[config.mk]
export PLATFORM = sky130hd
export DESIGN_NAME = seq_shift_unit
export DESIGN_NICKNAME = d
export VERILOG_FILES = /design/src/rtl/seq_shift_unit.sv
export SDC_FILE = /design/constraint.sdc
export NUM_CORES = 1
export LEC_CHECK = 0
export CORE_UTILIZATION = 40
export CTS_BUF_LIST = sky130_fd_sc_hd__clkbuf_8
export CTS_CLUSTER_SIZE = 28
export DETAILED_ROUTE_END_ITERATION = 16
export PLACE_DENSITY = 0.76
export SYNTH_ARGS = -nofsm -noshare
export SYNTH_HDL_FRONTEND = slang
export SYNTH_SLANG_ARGS = --single-unit
[constraint.sdc]
create_clock -name clk -period 2.55 [get_ports clk]
set_input_delay 0.255 -clock clk [delete_from_list [all_inputs] [get_ports clk]]
set_output_delay 0.255 -clock clk [all_outputs]
set_load 0.02 [all_outputs]
[src/rtl/seq_shift_unit.sv]
// Iterative RV32I shifter (SLL/SRL/SRA): one bit position per clock, start/ready/done handshake.
// Optional rotate-right on op=10 when SEQ_SHIFT_ROTATE_EN is defined; otherwise op=10 acts as SRL.
module seq_shift_unit #(
   parameter int XLEN    = 32,
   parameter int SHAMT_W = 5
) (
   input  logic               clk,
   input  logic               rst_n,
   input  logic               start,
   input  logic [1:0]         op,
   input  logic [XLEN-1:0]    data_in,
   input  logic [SHAMT_W-1:0] shamt,
   output logic               ready,
   output logic               busy,
   output logic               done,
   output logic [XLEN-1:0]    result
);

   typedef enum logic [1:0] {IDLE, SHIFT, DONE} state_t;

   state_t             state_q;
   logic [XLEN-1:0]    result_q;
   logic [XLEN-1:0]    result_d;
   logic [SHAMT_W-1:0] count_q;
   logic [1:0]         op_q;
   logic               done_q;
   logic               ready_q;
   logic               busy_q;

   // Single-position step for the latched operation.
   function automatic logic [XLEN-1:0] shift_step(input logic [1:0] sel, input logic [XLEN-1:0] r);
      logic [XLEN-1:0] s;
      case (sel)
         2'b00:   s = {r[XLEN-2:0], 1'b0};
         2'b11:   s = {r[XLEN-1], r[XLEN-1:1]};
`ifdef SEQ_SHIFT_ROTATE_EN
         2'b10:   s = {r[0], r[XLEN-1:1]};
`endif
         default: s = {1'b0, r[XLEN-1:1]};
      endcase
      return s;
   endfunction

   assign result_d = shift_step(op_q, result_q);

   always_ff @(posedge clk or negedge rst_n) begin
      if (!rst_n) begin
         state_q  <= IDLE;
         result_q <= '0;
         count_q  <= '0;
         op_q     <= 2'b00;
         done_q   <= 1'b0;
         ready_q  <= 1'b1;
         busy_q   <= 1'b0;
      end else begin
         done_q <= 1'b0;
         case (state_q)
            IDLE, DONE: begin
               if (start) begin
                  result_q <= data_in;
                  count_q  <= shamt;
                  op_q     <= op;
                  state_q  <= SHIFT;
                  ready_q  <= 1'b0;
                  busy_q   <= 1'b1;
               end else begin
                  state_q  <= IDLE;
                  ready_q  <= 1'b1;
                  busy_q   <= 1'b0;
               end
            end
            SHIFT: begin
               // Count reaching zero costs one extra cycle, so shamt=0 still passes through SHIFT.
               if (count_q != '0) begin
                  result_q <= result_d;
                  count_q  <= count_q - SHAMT_W'(1);
               end else begin
                  state_q  <= DONE;
                  done_q   <= 1'b1;
                  ready_q  <= 1'b1;
                  busy_q   <= 1'b0;
               end
            end
            default: begin
               state_q <= IDLE;
               ready_q <= 1'b1;
               busy_q  <= 1'b0;
            end
         endcase
      end
   end

   assign ready  = ready_q;
   assign busy   = busy_q;
   assign done   = done_q;
   assign result = result_q;

endmodule
Yosys cells after proc, flatten, opt, wreduce, memory -nomap -nowiden --
Index checks and enable logic that the tools add are counted.
Cells by class: add/subtract/negate cells 1, eq/ne operators 7, mux-type cells 18, reductions and logical operators 8
Operators by type and width (count):
- 32-bit case mux with 2 select lines | 2
- 32-bit two-way mux | 2
- 5-bit two-way mux | 2
- 5-bit case mux with 2 select lines | 1
- 2-bit inequality test (second input constant) | 4
- 1-bit two-way mux | 7
- 5-bit nonzero test | 1
- 5-bit by 1-bit subtractor with 5-bit output (second input constant) | 1
- 2-bit equality test (second input constant) | 2
- 2-bit logical NOT | 2
- 1-bit case mux with 2 select lines | 2
- 2-bit case mux with 2 select lines | 1
- 4-bit AND reduction | 1
- 3-bit AND reduction | 1
- 2-bit by 1-bit equality test with 1-bit output (second input constant) | 1
- 2-bit two-way mux | 1
- 2-bit AND reduction | 1
- 2-bit nonzero test | 1
- 2-bit OR reduction | 1
Word-level totals: register bits after elaboration 44, bits of input ports 42, output and inout port bits 35, logic and storage cells 42

Logic depth before layout (Yosys ltp) --
Gate-level depths: netlist (run 1).
depth after elaboration 4, gate-level depth with buffers 7, depth with buffers taken out 6

Worst setup path after synthesis (run 1) --
Ideal clock, no wire load.
path kind register to register, start register count_q[0], end register result_q[0], in the netlist result[0], library setup time 0.123 ns, arrival 1.688 ns, required time 2.427 ns, setup slack 0.739 ns, cell stages (with the launch flop) 8, path buffers 1, period minus slack after synthesis 1.811 ns, path through dfrtp_1 inv_1 ha_1 or4b_4 a21oi_4 inv_2 buf_6 o221a_1
On the way: longest elaborated chain between the ends 3
Ends and longest elaborated chain:
- from (decl) | line 24 | logic [SHAMT_W-1:0] count_q;
- from (signal assigned) | line 61 | count_q <= shamt;
- from (signal assigned) | line 76 | count_q <= count_q - SHAMT_W'(1);
- 5-bit nonzero test | line 74 | if (count_q != '0) begin
- 2-bit inequality test (no line)
- 3-bit AND reduction (no line)
- to (signal assigned) | line 60 | result_q <= data_in;
- to (signal assigned) | line 75 | result_q <= result_d;
- to (decl) | line 22 | logic [XLEN-1:0] result_q;
No other way between the ends. A chain may end at the register's enable or synchronous reset.

Worst setup path in the final report (run 1) --
start register count_q[0], end register count_q[3]
On the way: longest elaborated chain between the ends 3, elaborated cells between the ends (all ways) 6, classes of those cells 1 x add/sub; 1 x eq/ne; 2 x mux; 2 x reduce/logical
Ends and longest elaborated chain (line):
- 5-bit by 1-bit subtractor with 5-bit output / 5-bit nonzero test (equally long branches) | 76, 74
- 5-bit two-way mux / 2-bit inequality test (equally long branches)
- 5-bit case mux with 2 select lines / 3-bit AND reduction (equally long branches)
Several ways; a longest one is shown, not always the timed one. The select of a mux whose other input is x is not followed.

==> reports/results.ini, run 1 <==
[outcome]
status=complete, no violations

[drt]
viasPerCell=6.17
vias=2239
ant_nets=0
drt_iter0_markers=203
drc_errors=0
wl_per_cell_um=19.0
wirelength_um=6880
drt-pass1-iter-count=4

[global_route]
grt-ovfl-total=0
grt_pass1_vias=2146
grt_pass1_wl_um=11300
antenna_found_initial=0
track_usage_pct=23.9
grt_max_degree=44

[setup_path]
r2r_start=count_q[0]
startpoint_type=register
cpPeakStageDelay_ps=630
r2r_slack_ps=460
critical_path_class=reg -> reg
critical_path.cell_chain=inv_1 > ha_1 > or4b_4 > a21oi_4 > inv_2 > o221a_2
r2r_cells=6
path_buf_inv=2
cp_num_cells=6
cp_slowest_cell=or4b_4
critPathCaptureType=register
critPathRequiredTime_ps=2740
cp.arrival_ps=2280
startpoint=count_q[0]
reg2reg_to=count_q[3]
critPathTopFamily=simple AND/OR/NAND/NOR gates
crit_path_end=count_q[3]
worst-path-max-fanout=22

[timing]
finalHoldViolations=0
hold_ws_ps=93.7
slew_headroom_pct=35.6
rsz0062_at_grt=no
fin_skew_ps=4.97
fin_crit_ps=2090
worst_slew_pin_slew_ps=967
fin_setup_tns_ps=0
drv_slew=0
maxClockFrequency_mhz=479
fin_crit_sh_pct=81.9
setup_violations=0

[placed_design]
dp_hpwl_um=4700
gp_congestion=0.833
io_buffers=76

[synthesis]
netlist.area_leader.share_pct=44.9
yosysWarnings=0
yosys.cell_count.top_type=dfrtp_1
synth_area_per_cell_um2=10.5
yosysTopAreaCell=dfrtp_1
ys_ff_latch=43
postSynthCellCount=222
synth_common_cells=42 x dfrtp_1, 20 x clkbuf_1, 17 x a2bb2oi_1, 14 x o22ai_1, 13 x a221oi_1
async_flop_share_pct=100
synth_area_leaders=dfrtp_1 45%, a2bb2oi_1 6.4%, a221oi_1 4.9%
ys.flop_type=dfrtp_1
ys_types=40
syn_nets=267
synth_edf_count=0
yosysSeqAreaShare_pct=46.0
netlist_area_um2=2340

[clocking]
cts.clk_slew.worst_paths_ps=80
cts_tree=done
cts.path.max_buffers=2
cts.sinks=43
clock_tree.root_cell=clkbuf_8
ctsHoldBuffers=0
cts-buffers-inserted=5
clk_latency_ps=300
post_cts_buffers=0
h-tree-depth=2
cts_resized=0

[cells_and_area]
nNetsFinal=335
diodes=0
synthToLayoutAreaGrowth_pct=39.6
fillCellCount=503
drive_gt1_share_pct=9.62

[power_and_ir_drop]
power.density_nw_per_um2=1500
power_leakage_nw=1.30
irDropWorstVdd_mv=0.715

[die]
rows=27
fp.dieW_um=78.5
io_pins=77
initial_core_util_pct=42.0
die_h_um=78.5
die-area_um2=6160
fp.coreArea_um2=5570

[job]
cap_violations=0

[hold_path]
hold_path_class=in -> async

==> through the flow <==
step	power (mW)	instance area (µm²)	util, %	setup WS (ps)	std cells
floorplan	3.34	2340	-	739	222
global placement	4.35	3170	56.8	543	355
detailed placement	4.41	3170	56.8	481	355
CTS	4.89	3270	58.6	468	363
global route	5.24	3270	58.6	348	363
finish	4.89	3270	58.6	463	363
==> worst reg2reg max path: cells and delay by family, from the launching register on <==
family | cells | cell delay (ps)
flops | 1 | 390
fa+ha+maj | 1 | 170
compound gates | 2 | 520
buf+inv | 2 | 270
simple gates | 1 | 630
==> state kept, by name, indices dropped and copies added (netlist names) <==
register / cells
state_q: 1
ready: 1
done: 1
result: 32
busy: 1
count_q: 5
op_q: 2
==> placed cells by master (no fill, tap or decap), types with 3 or more instances in the layout <==
cell / n
a2bb2oi_1: 17
a22oi_1: 12
o22a_1: 6
clkdlybuf4s50_1: 75
a221oi_1: 13
o22ai_1: 14
a21oi_1: 7
o21ai_0: 10
buf_4: 10
clkbuf_8: 7
o2bb2ai_1: 12
nand3b_1: 6
a32oi_1: 12
inv_1: 6
dfrtp_1: 42
ha_1: 3
nor2_1: 7
==> power by group <==
part	leakage, nW	switching, mW	internal (mW)
registers	0.526	0.379	1.04
clock network	0.0557	0.231	0.243
logic	0.720	1.54	1.45
total	1.30	2.15	2.74
==> final cells by class <==
| type | instances | area [µm²] | share of cell area [%] |
|---|---|---|---|
| Multi-Input combinational cell | 148 | 1150 | 35.1 |
| Sequential cell | 43 | 1080 | 33.0 |
| Timing Repair Buffer | 86 | 831 | 25.4 |
| Clock buffer | 7 | 96.3 | 2.95 |
| Tap cell | 72 | 90.1 | 2.76 |
| Inverter | 6 | 22.5 | 0.689 |
| Clock inverter | 1 | 3.75 | 0.115 |
==> routing by layer <==
metal  global-route usage, %  wire [µm]
met3                    4.42        423
met2                    36.4       3330
met1                    34.3       3050
met5                       0          0
met4                    7.22         78
==> kinds of logic (layout without fill, tap and decap cells) <==
logic type | Yosys count | after routing | share of synthesized area, %
buffers and inverters | 31 | 100 | 5.40
and+or+nand+nor | 32 | 32 | 8.87
adders and majority gates | 3 | 3 | 1.60
AOI/OAI and AO/OA | 110 | 110 | 36.8
muxes | 3 | 3 | 1.34
DFF | 43 | 43 | 46.0
==> worst min-delay path by stage <==
stage               startpoint          to  slack (ps)  depth (start not counted)
global route             rst_n  count_q[1]         190                          1
global placement         rst_n  count_q[0]         470                          1
floorplan                rst_n        busy         -40                          0
CTS                      rst_n  result[22]         140                          1
detailed placement       rst_n  count_q[0]         470                          1
finish                   rst_n  count_q[2]          90                          1
(Power assumes the default switching activity.)
==> inputs of run 2 (changes only) <==
==> constraint.sdc (replaced) <==
create_clock -name clk -period 2.11 [get_ports clk]
set_input_delay 0.211 -clock clk [delete_from_list [all_inputs] [get_ports clk]]
set_output_delay 0.211 -clock clk [all_outputs]
set_load 0.02 [all_outputs]
==> run 2 against run 1 <==
Compared with the run above:
- clock power increased by 2%
- sequential cell count did not move
- die area did not move
- largest cell class unchanged
- highest routed layer unchanged
==> reports/results.ini, run 2 (synthesis gave the netlist of run 1 again) <==
[setup_path]
reg2reg_to=count_q[3]
cp.arrival_ps=2090  ; -190 ps
worst-path-max-fanout=21  ; -4.5%
critical_path_class=reg -> reg
r2r_start=count_q[0]
critPathCaptureType=register
r2r_cells=6  ; unchanged
startpoint_type=register
r2r_slack_ps=200  ; -260 ps
critPathRequiredTime_ps=2290  ; -450 ps

[die]
die-area_um2=6160  ; unchanged
rows=27  ; unchanged
die_h_um=78.5  ; unchanged
fp.coreArea_um2=5570  ; unchanged
initial_core_util_pct=42.0  ; unchanged
fp.dieW_um=78.5  ; unchanged
io_pins=77  ; unchanged

[timing]
drv_slew=0  ; unchanged
worst_slew_pin_slew_ps=492  ; -475 ps
slew_headroom_pct=67.2  ; +32 points
worst_slack_ps=203  ; -259 ps
fin_crit_ps=1910  ; -181 ps
fin_skew_ps=4.10  ; -0.863 ps
finalHoldViolations=0  ; unchanged
maxClockFrequency_mhz=524  ; +9.5%
rsz0062_at_grt=no
setup_violations=0  ; unchanged
fin_crit_sh_pct=90.4  ; +8.5 points
fin_setup_tns_ps=0  ; unchanged

[cells_and_area]
synthToLayoutAreaGrowth_pct=40.7
drive_gt1_share_pct=10.8  ; +1.2 points
utilization_pct=59.1  ; +0.49 points
layoutNonFillerInstCount=368  ; +1.4%
layout_common_cells=75 x clkdlybuf4s50_1, 42 x dfrtp_1, 17 x a2bb2oi_1, 16 x buf_4, 14 x o22ai_1
largest_reg_flops=32  ; unchanged
postLayoutCellArea_um2=3290  ; +0.84%
nNetsFinal=342  ; +2.1%
diodes=0  ; unchanged
final_common_cell=clkdlybuf4s50_1

[placed_design]
dp_hpwl_um=4950  ; +5.3%
place_area_um2=3210  ; +1.4%
dpl.cell_count=361  ; +1.7%
io_buffers=76  ; unchanged
gp_congestion=0.837  ; +0.46%
post-place-ws_ps=240  ; -240 ps

[drt]
viasPerCell=6.29  ; +2.0%
drc_errors=0  ; unchanged
drt_iter0_markers=196  ; -3.4%
wl_per_cell_um=19.4  ; +2.4%
wirelength_um=7150  ; +3.9%
drt-pass1-iter-count=4  ; unchanged
vias=2315  ; +3.4%
ant_nets=0  ; unchanged

[global_route]
track_usage_pct=24.3  ; +0.38 points
grt_pass1_vias=2299  ; +7.1%
grt-ovfl-total=0  ; unchanged
grt_max_degree=30  ; -32%
antenna_found_initial=0  ; unchanged
grt_pass1_wl_um=11700  ; +3.1%

[clocking]
clk_latency_ps=290  ; about the same
cts.sinks=43  ; unchanged
cts_resized=0  ; unchanged
cts-buffers-inserted=5  ; unchanged
h-tree-depth=2  ; unchanged
post_cts_buffers=0  ; unchanged
clock_tree.root_cell=clkbuf_8
ctsHoldBuffers=1  ; +1
cts.path.max_buffers=2  ; unchanged
cts_tree=done
cts.clk_slew.worst_paths_ps=80  ; about the same

[power_and_ir_drop]
power_leakage_nw=1.32  ; +1.4%
irDropWorstVdd_mv=1.07  ; +50%
power.density_nw_per_um2=1780  ; +19%

[hold_path]
hold_path_class=in -> async

[outcome]
status=complete, no violations

[job]
cap_violations=0  ; unchanged

[run 2: cell types whose count changed in the layout (fill, tap and decap cells not counted), sizes merged]
cell / previous run / this run
buf: 11 / 17
dlygate4sd3: 0 / 1
clkbuf: 7 / 5
[run 2: routing by layer]
| metal | GRT usage (%) | vias to the layer above | routed length (µm) |
|---|---|---|---|
| li1 | - | 1043 | - |
| met1 | 32.7 | 1154 | 3020 |
| met2 | 40.3 | 110 | 3500 |
| met3 | 3.37 | 8 | 531 |
| met4 | 7.41 | 0 | 95 |
| met5 | 0 | - | 0 |
[run 2: power by group]
group | leakage (nW) | internal [mW] | switching, mW | total [mW]
Combinational | 0.753 | 1.79 | 1.89 | 3.68
Sequential | 0.526 | 1.25 | 0.456 | 1.71
Clock | 0.0413 | 0.216 | 0.270 | 0.486
[run 2: worst max-delay path: stages (launching register included)]
cell     delay, ps
dfrtp_1        380
inv_1          100
ha_1           180
or4b_4         490
a21oi_4        180
inv_2          180
o221a_2        290
[run 2: area by class of cell]
| cell class | count | area, µm² |
|---|---|---|
| fill | 473 | 2280 |
| multi-input combinational | 148 | 1150 |
| sequential | 43 | 1080 |
| timing repair buffer | 93 | 886 |
| tap | 72 | 90.1 |
| clock buffer | 5 | 68.8 |
| inverter | 6 | 22.5 |
| clock inverter | 1 | 3.75 |
[run 2: worst max path at each step]
stage	depth (start not counted)	start	slack, ps	to
2_1_floorplan	7	count_q[0]	300	result[0]
3_3_place_gp	6	count_q[0]	270	count_q[3]
3_5_place_dp	6	count_q[0]	240	count_q[3]
4_1_cts	6	count_q[0]	210	count_q[3]
5_1_grt	6	count_q[0]	120	count_q[3]
6_report	6	count_q[0]	200	count_q[3]
[run 2: per-stage QoR]
step / power (mW) / hold slack, ps
floorplan: 4.04 / -84.6
global placement: 5.29 / 146
detailed placement: 5.37 / 149
CTS: 5.88 / 371
global route: 6.28 / 405
finish: 5.88 / 364
==> inputs of run 3 (changes only) <==
--- a/config.mk
+++ b/config.mk
@@ -9,7 +9,10 @@
 export CTS_BUF_LIST = sky130_fd_sc_hd__clkbuf_8
 export CTS_CLUSTER_SIZE = 28
 export DETAILED_ROUTE_END_ITERATION = 16
+export GPL_ROUTABILITY_DRIVEN = 1
+export HOLD_SLACK_MARGIN = 0.12
 export PLACE_DENSITY = 0.76
+export SETUP_SLACK_MARGIN = 0.15
 export SYNTH_ARGS = -nofsm -noshare
 export SYNTH_HDL_FRONTEND = slang
 export SYNTH_SLANG_ARGS = --single-unit
==> run 3 against run 2 <==
Compared with the run above:
- die area is the same
- power grew 0.25%
- first-iteration DRC count grew 11%
- sequential power is essentially flat
- via count grew 1.9%
- register-to-register slack gained 60 ps
- fmax grew 3.2%
- sequential cell count is the same
- wire length grew 0.59%
- clock skew grew 0.98 ps
- worst hold slack lost 1.4 ps
- critical endpoint unchanged
==> reports/results.ini, run 3 (synthesis gave the netlist of run 1 again) <==
[clocking]
cts.clk_slew.worst_paths_ps=80  ; about the same
clk_latency_ps=290  ; about the same
h-tree-depth=2  ; unchanged
cts-buffers-inserted=5  ; unchanged
cts.sinks=43  ; unchanged
clock_tree.root_cell=clkbuf_8
cts.path.max_buffers=2  ; unchanged
cts_tree=done

[drt]
drt_iter0_markers=217  ; +11%
vias=2359  ; +1.9%
drc_errors=0  ; unchanged
wirelength_um=7190  ; +0.59%
ant_nets=0  ; unchanged
wl_per_cell_um=19.5  ; +0.59%
viasPerCell=6.41  ; +1.9%
drt-pass1-iter-count=5  ; +1

[cells_and_area]
largest_reg_flops=32  ; unchanged
multi_input_area_um2=1150  ; unchanged
layout_common_cells=75 x clkdlybuf4s50_1, 42 x dfrtp_1, 17 x a2bb2oi_1, 16 x buf_4, 14 x o22ai_1
utilization_pct=59.1  ; about the same
diodes=0  ; unchanged
drive_gt1_share_pct=10.8  ; unchanged
seq_area_um2=1080  ; unchanged
final_common_cell=clkdlybuf4s50_1
nNetsFinal=342  ; unchanged
fillCellCount=472  ; -0.21%
synthToLayoutAreaGrowth_pct=40.8  ; about the same

[setup_path]
reg2reg_to=count_q[3]
worst-path-max-fanout=21  ; unchanged
startpoint_type=register
crit_path_end=count_q[3]
cp.arrival_ps=2030  ; -60 ps
critPathRequiredTime_ps=2300  ; about the same
critPathCaptureType=register
critical_path_class=reg -> reg
startpoint=count_q[0]
r2r_start=count_q[0]
r2r_slack_ps=260  ; +60 ps
r2r_cells=6  ; unchanged

[power_and_ir_drop]
power.density_nw_per_um2=1790  ; +0.17%
irDropWorstVdd_mv=1.07  ; -0.47%
p_total_mw=5.89  ; +0.25%
power_leakage_nw=1.32  ; about the same

[global_route]
grt_pass1_wl_um=11700  ; unchanged
grt_pass1_vias=2299  ; unchanged
grt-ovfl-total=0  ; unchanged
grt_max_degree=30  ; unchanged
track_usage_pct=24.3  ; unchanged
antenna_found_initial=0  ; unchanged

[placed_design]
gp_congestion=0.837  ; unchanged
post-place-ws_ps=240  ; unchanged
io_buffers=76  ; unchanged
dp_hpwl_um=4950  ; unchanged

[timing]
finalHoldViolations=0  ; unchanged
setup_violations=0  ; unchanged
fin_setup_tns_ps=0  ; unchanged
maxClockFrequency_mhz=541  ; +3.2%
worst_slack_ps=262  ; +58.6 ps
rsz0062_at_grt=yes
slew_headroom_pct=67.7  ; +0.50 points
drv_slew=0  ; unchanged
fin_skew_ps=5.08  ; +0.976 ps
fin_crit_ps=1850  ; -58.6 ps
fin_crit_sh_pct=87.6  ; -2.8 points
worst_slew_pin_slew_ps=484  ; -7.53 ps
hold_ws_ps=363  ; -1.43 ps

[die]
rows=27  ; unchanged
die_h_um=78.5  ; unchanged
io_pins=77  ; unchanged
fp.dieW_um=78.5  ; unchanged
die-area_um2=6160  ; unchanged
initial_core_util_pct=42.0  ; unchanged
fp.coreArea_um2=5570  ; unchanged

[outcome]
status=complete, no violations

[job]
cap_violations=0  ; unchanged

[hold_path]
hold_path_class=in -> async

[run 3: worst max-delay path, cell delays in order (launching register included)]
cell     delay (ps)
dfrtp_1         380
inv_1           100
ha_1            180
or4b_4          490
a21oi_4         200
inv_4           130
o221a_2         260
[run 3: worst min path at each step]
stage,startpoint,to,slack [ps],cells past startpoint
after CTS,rst_n,state_q[1],370,2
after global placement,rst_n,count_q[2],150,1
final,rst_n,count_q[2],360,2
after detailed placement,rst_n,count_q[2],150,1
after global routing,rst_n,state_q[1],400,2
after floorplan,rst_n,busy,-80,0
[run 3: repair_timing]
item	in CTS	in global routing
endpoints found under the hold margin	13	0
setup buffers	0	0
gates resized for setup	0	2
endpoints found under the setup margin	0	3
hold buffers	1	0
[run 3: area by class of cell]
type	count	area share, %
sequential	43	32.7
multi-input combinational	148	34.8
tap	72	2.73
clock inverter	1	0.114
timing repair buffer	93	26.9
clock buffer	5	2.09
inverter	6	0.759
[run 3: metal layers]
layer	global-route usage, %	up-vias	routed length, µm
met2	40.3	126	3550
met5	0	-	0
met4	7.41	0	117
met1	32.7	1179	3020
met3	3.37	10	501
li1	-	1044	-
[run 3: power breakdown]
part | switching [mW] | internal (mW) | total, mW
registers | 0.459 | 1.25 | 1.71
clock network | 0.272 | 0.216 | 0.489
logic | 1.90 | 1.79 | 3.69
total | 2.63 | 3.26 | 5.89
[run 3: stage by stage]
stage / instances / instance area (µm²)
floorplan: 222 / 2340
detailed placement: 361 / 3210
global placement: 361 / 3210
global route: 368 / 3300
finish: 368 / 3300
CTS: 368 / 3290
